**config.mk**
```make
export PLATFORM = sky130hd
export DESIGN_NAME = sec_alert_handler
export DESIGN_NICKNAME = d
export VERILOG_FILES = /design/src/rtl/sec_alert_pkg.sv /design/src/rtl/sec_alert_fifo.sv /design/src/rtl/sec_alert_handler.sv
export SDC_FILE = /design/constraint.sdc
export NUM_CORES = 1
export LEC_CHECK = 0
export CORE_MARGIN = 2
export CORE_UTILIZATION = 45
export DETAILED_ROUTE_END_ITERATION = 10
export PLACE_DENSITY = 0.78
export SETUP_SLACK_MARGIN = 0.3
export SLEW_MARGIN = 20
export SYNTH_ARGS = -nofsm -noshare
export SYNTH_HDL_FRONTEND = slang
export SYNTH_SLANG_ARGS = --single-unit
```
**constraint.sdc**
```tcl
create_clock -name clock -period 5 [get_ports clock]
set_clock_uncertainty 0.2 [all_clocks]
set_input_delay 0.5 -clock clock [delete_from_list [all_inputs] [get_ports clock]]
set_output_delay 0.5 -clock clock [all_outputs]
set_load 0.02 [all_outputs]
```
**src/rtl/sec_alert_pkg.sv**
```systemverilog
// Shared types for the security-alert consumer: default field widths,
// the buffered alert entry layout and the issue FSM states.
package sec_alert_pkg;

    localparam int unsigned DEF_ROB_IDX_W = 6;
    localparam int unsigned DEF_YROT_W    = 6;

    typedef struct packed {
        logic [DEF_ROB_IDX_W-1:0] rob_idx;
        logic [DEF_YROT_W-1:0]    yrot;
        logic                     lane;
    } alert_entry_t;

    typedef enum logic [1:0] {
        ST_IDLE      = 2'd0,
        ST_ISSUE     = 2'd1,
        ST_WAIT_DONE = 2'd2
    } state_t;

endpackage

```
**src/rtl/sec_alert_fifo.sv**
```systemverilog
// Alert buffer: DEPTH entries, up to two writes and one read per cycle,
// synchronous flush, and a free-slot count for admission decisions.
module sec_alert_fifo #(
    parameter int unsigned DEPTH = 4,
    parameter int unsigned W     = 13
) (
    input  logic                     clock,
    input  logic                     reset_n,
    input  logic                     flush,
    input  logic                     push_0,
    input  logic [W-1:0]             data_0,
    input  logic                     push_1,
    input  logic [W-1:0]             data_1,
    input  logic                     pop,
    output logic [W-1:0]             head,
    output logic                     empty,
    output logic [$clog2(DEPTH):0]   free_count
);

    localparam int unsigned AW = $clog2(DEPTH);

    logic [W-1:0]  mem [DEPTH];
    logic [AW:0]   wptr;
    logic [AW:0]   rptr;
    logic [AW:0]   count;
    logic [AW-1:0] waddr_0;
    logic [AW-1:0] waddr_1;

    // Pointers carry one extra wrap bit so full and empty stay distinguishable.
    assign count      = wptr - rptr;
    assign empty      = (count == '0);
    assign free_count = (AW+1)'(DEPTH) - count;
    assign head       = mem[rptr[AW-1:0]];
    assign waddr_0    = wptr[AW-1:0];
    assign waddr_1    = waddr_0 + 1'b1;

    always_ff @(posedge clock or negedge reset_n) begin
        if (!reset_n) begin
            wptr <= '0;
            rptr <= '0;
        end else if (flush) begin
            wptr <= '0;
            rptr <= '0;
        end else begin
            wptr <= wptr + (AW+1)'(push_0) + (AW+1)'(push_1);
            if (pop) begin
                rptr <= rptr + 1'b1;
            end
        end
    end

    // A lone lane-1 write lands in the first free slot, keeping arrival order.
    always_ff @(posedge clock) begin
        if (!flush) begin
            if (push_0) begin
                mem[waddr_0] <= data_0;
            end
            if (push_1) begin
                mem[push_0 ? waddr_1 : waddr_0] <= data_1;
            end
        end
    end

endmodule

```
**src/rtl/sec_alert_handler.sv**
```systemverilog
// Buffers per-lane security alerts and issues them one at a time to the ROB
// as abort requests, waiting for flush-done between requests.
module sec_alert_handler
    import sec_alert_pkg::*;
#(
    parameter int unsigned DEPTH     = 4,
    parameter int unsigned ROB_IDX_W = sec_alert_pkg::DEF_ROB_IDX_W,
    parameter int unsigned YROT_W    = sec_alert_pkg::DEF_YROT_W,
    parameter int unsigned CNT_W     = 16
) (
    input  logic                 clock,
    input  logic                 reset_n,
    input  logic                 io_sec_alert_alert_valid,
    input  logic [1:0]           io_sec_alert_alert_mask,
    input  logic                 io_sec_alert_aborted_uop_valid_0,
    input  logic                 io_sec_alert_aborted_uop_valid_1,
    input  logic [ROB_IDX_W-1:0] io_sec_alert_aborted_uop_rob_idx_0,
    input  logic [ROB_IDX_W-1:0] io_sec_alert_aborted_uop_rob_idx_1,
    input  logic [YROT_W-1:0]    io_sec_alert_aborted_uop_yrot_0,
    input  logic [YROT_W-1:0]    io_sec_alert_aborted_uop_yrot_1,
    input  logic                 io_kill,
    output logic                 io_abort_valid,
    input  logic                 io_abort_ready,
    output logic [ROB_IDX_W-1:0] io_abort_rob_idx,
    output logic [YROT_W-1:0]    io_abort_yrot,
    output logic                 io_abort_lane,
    input  logic                 io_flush_done,
    output logic                 io_busy,
    output logic                 io_overflow,
    input  logic                 io_overflow_clear,
    output logic [CNT_W-1:0]     io_alert_count,
    output logic [CNT_W-1:0]     io_drop_count
);

    localparam int unsigned AW = $clog2(DEPTH);
    localparam int unsigned EW = ROB_IDX_W + YROT_W + 1;

    logic          unused_alert_valid;
    logic          qual_0;
    logic          qual_1;
    logic          acc_0;
    logic          acc_1;
    logic          pop;
    logic          fifo_empty;
    logic          load_payload;
    logic [1:0]    n_enq;
    logic [1:0]    n_drop;
    logic [AW:0]   free;
    logic [AW:0]   count;
    logic [AW:0]   count_d;
    logic [EW-1:0] head;
    logic [EW-1:0] data_0;
    logic [EW-1:0] data_1;
    state_t        state_q;
    state_t        state_d;

    assign unused_alert_valid = io_sec_alert_alert_valid;

    assign qual_0 = io_sec_alert_aborted_uop_valid_0 & io_sec_alert_alert_mask[0];
    assign qual_1 = io_sec_alert_aborted_uop_valid_1 & io_sec_alert_alert_mask[1];

    // Admission uses start-of-cycle free slots; lane 0 always claims first.
    assign acc_0 = qual_0 & ~io_kill & (free != '0);
    assign acc_1 = qual_1 & ~io_kill &
                   (qual_0 ? (free >= (AW+1)'(2)) : (free != '0));

    assign n_enq  = {1'b0, acc_0} + {1'b0, acc_1};
    assign n_drop = {1'b0, qual_0 & ~io_kill & ~acc_0} +
                    {1'b0, qual_1 & ~io_kill & ~acc_1};

    assign data_0 = {io_sec_alert_aborted_uop_rob_idx_0, io_sec_alert_aborted_uop_yrot_0, 1'b0};
    assign data_1 = {io_sec_alert_aborted_uop_rob_idx_1, io_sec_alert_aborted_uop_yrot_1, 1'b1};

    assign pop     = (state_q == ST_ISSUE) & io_abort_ready;
    assign count   = (AW+1)'(DEPTH) - free;
    assign count_d = io_kill ? '0 : (count + (AW+1)'(n_enq) - (AW+1)'(pop));

    sec_alert_fifo #(
        .DEPTH (DEPTH),
        .W     (EW)
    ) u_fifo (
        .clock      (clock),
        .reset_n    (reset_n),
        .flush      (io_kill),
        .push_0     (acc_0),
        .data_0     (data_0),
        .push_1     (acc_1),
        .data_1     (data_1),
        .pop        (pop),
        .head       (head),
        .empty      (fifo_empty),
        .free_count (free)
    );

    function automatic logic [CNT_W-1:0] sat_add(input logic [CNT_W-1:0] a,
                                                 input logic [1:0]       b);
        logic [CNT_W:0] s;
        s = {1'b0, a} + (CNT_W+1)'(b);
        return s[CNT_W] ? '1 : s[CNT_W-1:0];
    endfunction

    always_comb begin
        state_d      = state_q;
        load_payload = 1'b0;
        unique case (state_q)
            ST_IDLE: begin
                if (!fifo_empty) begin
                    state_d      = ST_ISSUE;
                    load_payload = 1'b1;
                end
            end
            ST_ISSUE: begin
                if (io_abort_ready) begin
                    state_d = ST_WAIT_DONE;
                end
            end
            ST_WAIT_DONE: begin
                if (io_flush_done) begin
                    state_d = ST_IDLE;
                end
            end
            default: state_d = ST_IDLE;
        endcase
        // Kill wins even over a same-cycle handshake: no WAIT_DONE follows.
        if (io_kill) begin
            state_d      = ST_IDLE;
            load_payload = 1'b0;
        end
    end

    always_ff @(posedge clock or negedge reset_n) begin
        if (!reset_n) begin
            state_q          <= ST_IDLE;
            io_abort_valid   <= 1'b0;
            io_abort_rob_idx <= '0;
            io_abort_yrot    <= '0;
            io_abort_lane    <= 1'b0;
            io_busy          <= 1'b0;
            io_overflow      <= 1'b0;
            io_alert_count   <= '0;
            io_drop_count    <= '0;
        end else begin
            state_q        <= state_d;
            io_abort_valid <= (state_d == ST_ISSUE);
            if (load_payload) begin
                {io_abort_rob_idx, io_abort_yrot, io_abort_lane} <= head;
            end
            io_busy <= (count_d != '0) || (state_d != ST_IDLE);
            if (io_overflow_clear) begin
                io_overflow <= 1'b0;
            end else if (n_drop != 2'd0) begin
                io_overflow <= 1'b1;
            end
            io_alert_count <= sat_add(io_alert_count, n_enq);
            io_drop_count  <= sat_add(io_drop_count, n_drop);
        end
    end

endmodule

```
==> results.toml, run 1 <==
[route]
dr.pass1.iters = 5
drc = 0
antenna_left = 0
drt_iter0_drc = 427
routed_via_density = 5.388
wire_per_inst_um = 17.12
wl_um = 12740
vias = 4009

[worst_setup_path]
start_kind = "flop"
path_class = "flop to flop"
cp_max_fo = 4
required_ns = 5.04
arrival_ns = 4.35
cp-end-kind = "flop"

[synthesis]
synthCells = 480
syn-cell-area_sq_um = 5796
synthArstFlopShare = 0.5185
synth_edf_count = 48
synth_top_area_frac = 0.2487
synth_nets = 539
yosys.area.top_type = "edfxtp_1"
yosysWarnings = 0
synth_area_leaders = "edfxtp_1 25%, dfrtp_1 24%, mux2i_1 8.8%, nand2_1 5.8%, mux4_2 5.1%"
synth_area_per_cell_sq_um = 12.07
synth_flop_cell = "dfrtp_1"
ys_seq_area_frac = 0.5043
synth_seq_cells = 108
synth_cell_types = 47

[timing]
finalSetupViolCount = 0
layout_setup_ws_ns = 0.6914
finalHoldViolCount = 0
tns_ns = 0
period_share = 0.8617
rsz0062_at_grt = "false"
worst_hold_slack_ns = 0.07970
maxClockFrequency_ghz = 0.2321
slew_headroom = 0.5156
drv_slew = 0
period_minus_slack_ns = 4.309
worstMarginPinSlew_ns = 0.7266

[placement]
gp_congestion = 0.8029
dpl-instance-area_sq_um = 6780
port_buffers = 81
dp_hpwl_um = 8569
dpl_worst_slack_ns = 0.4029

[clock_tree]
clk_pin_slew_ns = 0.08
cts-root-buf = "clkbuf_16"
cts_buffer_depth = 2
hold_buffers = 0
htree_levels = 3
clk_latency_ns = 0.35
cts.sinks = 108
cts_tree = "yes"
cts_made_buffers = 9

[global_route]
first_global_vias = 4042
grt_util_met1 = 0.2391
grt_util_all_layers = 0.1896
gr-usage-met2 = 0.3260
grt_max_degree = 57
grt_use_met3 = 0.03585
antenna_found_initial = 0
grt-ovfl-total = 0
grt-busiest-layer = "met2"
grt_pass1_wl_um = 20440

[run]
cap_violations = 0

[pwr]
pwr_density_cell_nw_per_um2 = 392.6
p_leak_nw = 3.205
total_power_mw = 2.796
irDropWorstVdd_mv = 0.1625

[run_status]
status = "finished, final reports clean"

[finish]
area_growth_syn_to_layout_pct = 22.88
final_cell_mix = "89 x nand2_1, 80 x clkdlybuf4s50_1, 56 x dfrtp_1"
drive_gt1_frac = 0.1294
mostFrequentLayoutCell = "nand2_1"
diodes = 0
final_area_sq_um = 7122
layout.nets = 626

[die]
chipWidth_um = 117.5
die_y_um = 117.5
num_rows = 41
die_area_sq_um = 13800
core_sq_um = 12620
start_util = 0.4593
pin_count = 83

[min_path]
hold_class = "input port to async pin"
[report_power, final]
part	switching (mW)	internal, mW	total (mW)
Sequential	0.100	1.07	1.17
Combinational	0.443	0.446	0.889
Clock	0.343	0.397	0.740
Total	0.886	1.91	2.80
[timing repair]
action                                  CTS  global route
resized for setup                         0             3
endpoints found under the setup margin    0            21
buffers inserted                          0             3
[final cells by class]
| type | instances | area, sq um |
|---|---|---|
| clock buffers | 9 | 225.2 |
| clock inverters | 7 | 81.33 |
| fillers | 1069 | 5498 |
| inverters | 34 | 127.6 |
| multi-input cells | 321 | 2654 |
| flip-flops and latches | 108 | 2923 |
| well taps | 172 | 215.2 |
| repair buffers | 93 | 895.9 |
[worst max-delay path, stage by stage (launching register included)]
cell and delay, ns:
dfrtp_1 0.38, inv_1 0.18, ha_1 0.19, inv_1 0.05
fa_1 0.37, xnor2_1 0.22, ha_1 0.32, o2111ai_4 0.09
a21boi_0 0.25, nor2_1 0.07, ha_1 0.28, ha_1 0.15
inv_1 0.06, fa_1 0.41, nand4b_1 0.30, nor2_2 0.26
nand4_1 0.13, mux2_2 0.28
[registers in the layout, indices dropped and copies added (netlist names)]
register          cells
io_abort_lane         1
io_abort_rob_idx      6
io_abort_valid        1
io_abort_yrot         6
io_alert_count       16
io_busy               1
io_drop_count        16
io_overflow           1
state_q               2
u_fifo.mem           52
u_fifo.rptr           3
u_fifo.wptr           3
[cells by family after synthesis]
family          count (synthesis)  synth area share
buf+inv                        51           0.04102
simple gates                  165            0.1485
flops                         108            0.5043
compound gates                 25           0.02958
xor+xnor                       25           0.04232
mux                            82            0.1747
fa+ha+maj                      24           0.05959
[layer usage]
metal / part of all wire / up-vias
met5: 0 / -
met4: 0.020 / 0
met2: 0.50 / 159
li1: - / 1860
met3: 0.067 / 27
met1: 0.41 / 1963
[synth_stat cells (2+ instances only)]
cell type,n
a2111oi_0,2
a21oi_1,7
a31oi_1,3
a41oi_1,2
and2_1,8
and3_1,6
and4_1,3
buf_2,7
buf_6,5
clkbuf_1,5
dfrtp_1,56
dfxtp_1,4
edfxtp_1,48
fa_1,6
ha_1,18
inv_1,34
mux2_2,16
mux2i_1,51
mux4_2,13
nand2_1,89
nand2b_1,4
nand3_1,6
nand3b_1,2
nand4_1,4
nand4_4,4
nand4b_1,2
nor2_1,13
nor2b_1,9
nor3_1,5
nor4_1,2
nor4b_1,2
o21ai_0,8
xnor2_1,19
xor2_1,4
[final timing paths]
| path | from | end | slack (ns) | cells past startpoint |
|---|---|---|---|---|
| max in group asynchronous | reset_n | state_q[0] | 4.02 | 2 |
| min in group clock | u_fifo.mem[1][0] | u_fifo.mem[1][0] | 0.25 | 2 |
| worst min register to register | u_fifo.mem[1][0] | u_fifo.mem[1][0] | 0.25 | 2 |
| worst min-delay path | reset_n | u_fifo.wptr[0] | 0.08 | 2 |
| worst max register to register | u_fifo.wptr[0] | io_drop_count[14] | 0.69 | 17 |
| worst max-delay path | u_fifo.wptr[0] | io_drop_count[14] | 0.69 | 17 |
[through the flow]
stage               cells    util
floorplan             480       -
global placement      725  0.5373
detailed placement    725  0.5373
CTS                   741  0.5616
global route          744  0.5643
finish                744  0.5643
Power figures use the tool's default switching activity.
==> run 2: changes to the inputs <==
--- a/config.mk
+++ b/config.mk
@@ -7,6 +7,7 @@
 export LEC_CHECK = 0
 export CORE_MARGIN = 2
 export CORE_UTILIZATION = 45
+export CTS_CLUSTER_DIAMETER = 50
 export DETAILED_ROUTE_END_ITERATION = 10
 export PLACE_DENSITY = 0.78
 export SETUP_SLACK_MARGIN = 0.3
==> results of run 2 <==
Same layout as run 1: the final DEF is identical, and so are final timing and power.
==> RTL edit: new RTL, config.mk and constraints of run 2 <==
`DEPTH` is set to 4 in 2 places; all go to 2.
--- a/src/rtl/sec_alert_fifo.sv
+++ b/src/rtl/sec_alert_fifo.sv
@@ -2,5 +2,5 @@
 // synchronous flush, and a free-slot count for admission decisions.
 module sec_alert_fifo #(
-    parameter int unsigned DEPTH = 4,
+    parameter int unsigned DEPTH = 2,
     parameter int unsigned W     = 13
 ) (
--- a/src/rtl/sec_alert_handler.sv
+++ b/src/rtl/sec_alert_handler.sv
@@ -4,5 +4,5 @@
     import sec_alert_pkg::*;
 #(
-    parameter int unsigned DEPTH     = 4,
+    parameter int unsigned DEPTH     = 2,
     parameter int unsigned ROB_IDX_W = sec_alert_pkg::DEF_ROB_IDX_W,
     parameter int unsigned YROT_W    = sec_alert_pkg::DEF_YROT_W,
Check against the original RTL: not equivalent (Yosys sat finds a counterexample within 4 cycles, from zero or initial values and one cycle with reset_n low).
==> RTL edit against run 2 <==
Fmax decreased by 1.2%; routed wire length shrank 33%; clock power down 25%; power is 19% lower; synthesized cell count decreased by 28%; sequential cell count is 28 lower; sequential power shrank 21%; design area shrank 28%; synthesized area fell by 32%; via count down 26%; worst setup slack worse by 0.052 ns; critical endpoint is now io_alert_count[0]$_DFF_PN0_; largest cell class unchanged; largest power group unchanged.
==> RTL edit: results (changes against run 2) <==
{| class="wikitable"
! Metric !! Value
|-
| Vias in the first global route || 2888 (was 4042)
|-
| Maximum fanout encountered on the critical timing path || 13 (was 4)
|-
| Cell Int Power || 1491 uW (was 1910 uW)
|-
| Max IR drop VDD || 0.3066 mV (was 0.1625 mV)
|-
| Share of the final layout cell area in multi-input gates || 34.24% (was 37.26%)
|-
| Slowest library cell on the worst path || sky130_fd_sc_hd__nor4_4 (was sky130_fd_sc_hd__fa_1)
|-
| Cells after DPL || 525 (was 725)
|-
| Number of distinct library cells after synthesis || 49 (was 47)
|-
| Violation count after the first detailed-route iteration || 158 (was 427)
|-
| Detailed placement HPWL || 6052 um (was 8569 um)
|-
| Final-layout clock buffer total || 10 (was 9)
|-
| Proportion of synthesized chip area in sequential cells || 53.25% (was 50.43%)
|-
| Flop2flop setup slack || 0.64 ns (was 0.69 ns)
|-
| Largest cells by area after synthesis || sky130_fd_sc_hd__dfrtp_1 34%, sky130_fd_sc_hd__edfxtp_1 18%, sky130_fd_sc_hd__a32o_1 5.6% (was sky130_fd_sc_hd__edfxtp_1 25%, sky130_fd_sc_hd__dfrtp_1 24%, sky130_fd_sc_hd__mux2i_1 8.8%)
|-
| Multi-input gate count || 239 (was 321)
|-
| Cell family with the largest share of critical-path delay || simple AND/OR/NAND/NOR gates (was adder cells)
|-
| Total wirelength of the detailed-routed design || 8578 um (was 12740 um)
|-
| Endpoint arrival time on the critical path || 4.45 ns (was 4.35 ns)
|-
| Path depth of the worst reg2reg path || 15 (was 17)
|-
| Max-slew headroom at the worst pin || 35.68% (was 51.56%)
|-
| Share of flip-flops with an asynchronous set or reset after synthesis || 67.50% (was 51.85%)
|-
| Timing-limited maximum frequency || 229.3 MHz (was 232.1 MHz)
|-
| Slowest Stage Delay on Critical Path || 0.48 ns (was 0.41 ns)
|-
| Post-Syn Instances || 347 (was 480)
|-
| Post-layout nets || 479 (was 626)
|-
| Outcome || finished, final reports clean (unchanged)
|-
| Worst Hold Slack || 0.06383 ns (was 0.07970 ns)
|-
| Met1 Use GR || 24.94% (was 23.91%)
|}
-- RTL edit: cell count changes after synthesis, sizes merged, moves of 13 or more --
cell / before / now
edfxtp: 48 / 24
mux4: 13 / 0
a21oi: 8 / 24
nor2: 13 / 33
a32o: 0 / 22
mux2: 17 / 3
inv: 34 / 13
mux2i: 52 / 13
nand2: 89 / 30
-- RTL edit: through the flow --
| stage | cell area [um^2] | power (uW) |
|---|---|---|
| 2_1_floorplan | 3966 | 1374 |
| 3_3_place_gp | 4876 | 1677 |
| 3_5_place_dp | 4876 | 1706 |
| 4_1_cts | 5114 | 2262 |
| 5_1_grt | 5141 | 2376 |
| 6_report | 5141 | 2251 |
-- RTL edit: cells by family after synthesis --
| group | share of synthesized area (%) |
|---|---|
| and+or+nand+nor | 16.37 |
| DFF | 53.25 |
| AOI/OAI and AO/OA | 12.08 |
| buffers and inverters | 3.091 |
| xor gates and xnor gates | 5.079 |
| adders and majority gates | 5.994 |
| muxes | 4.132 |
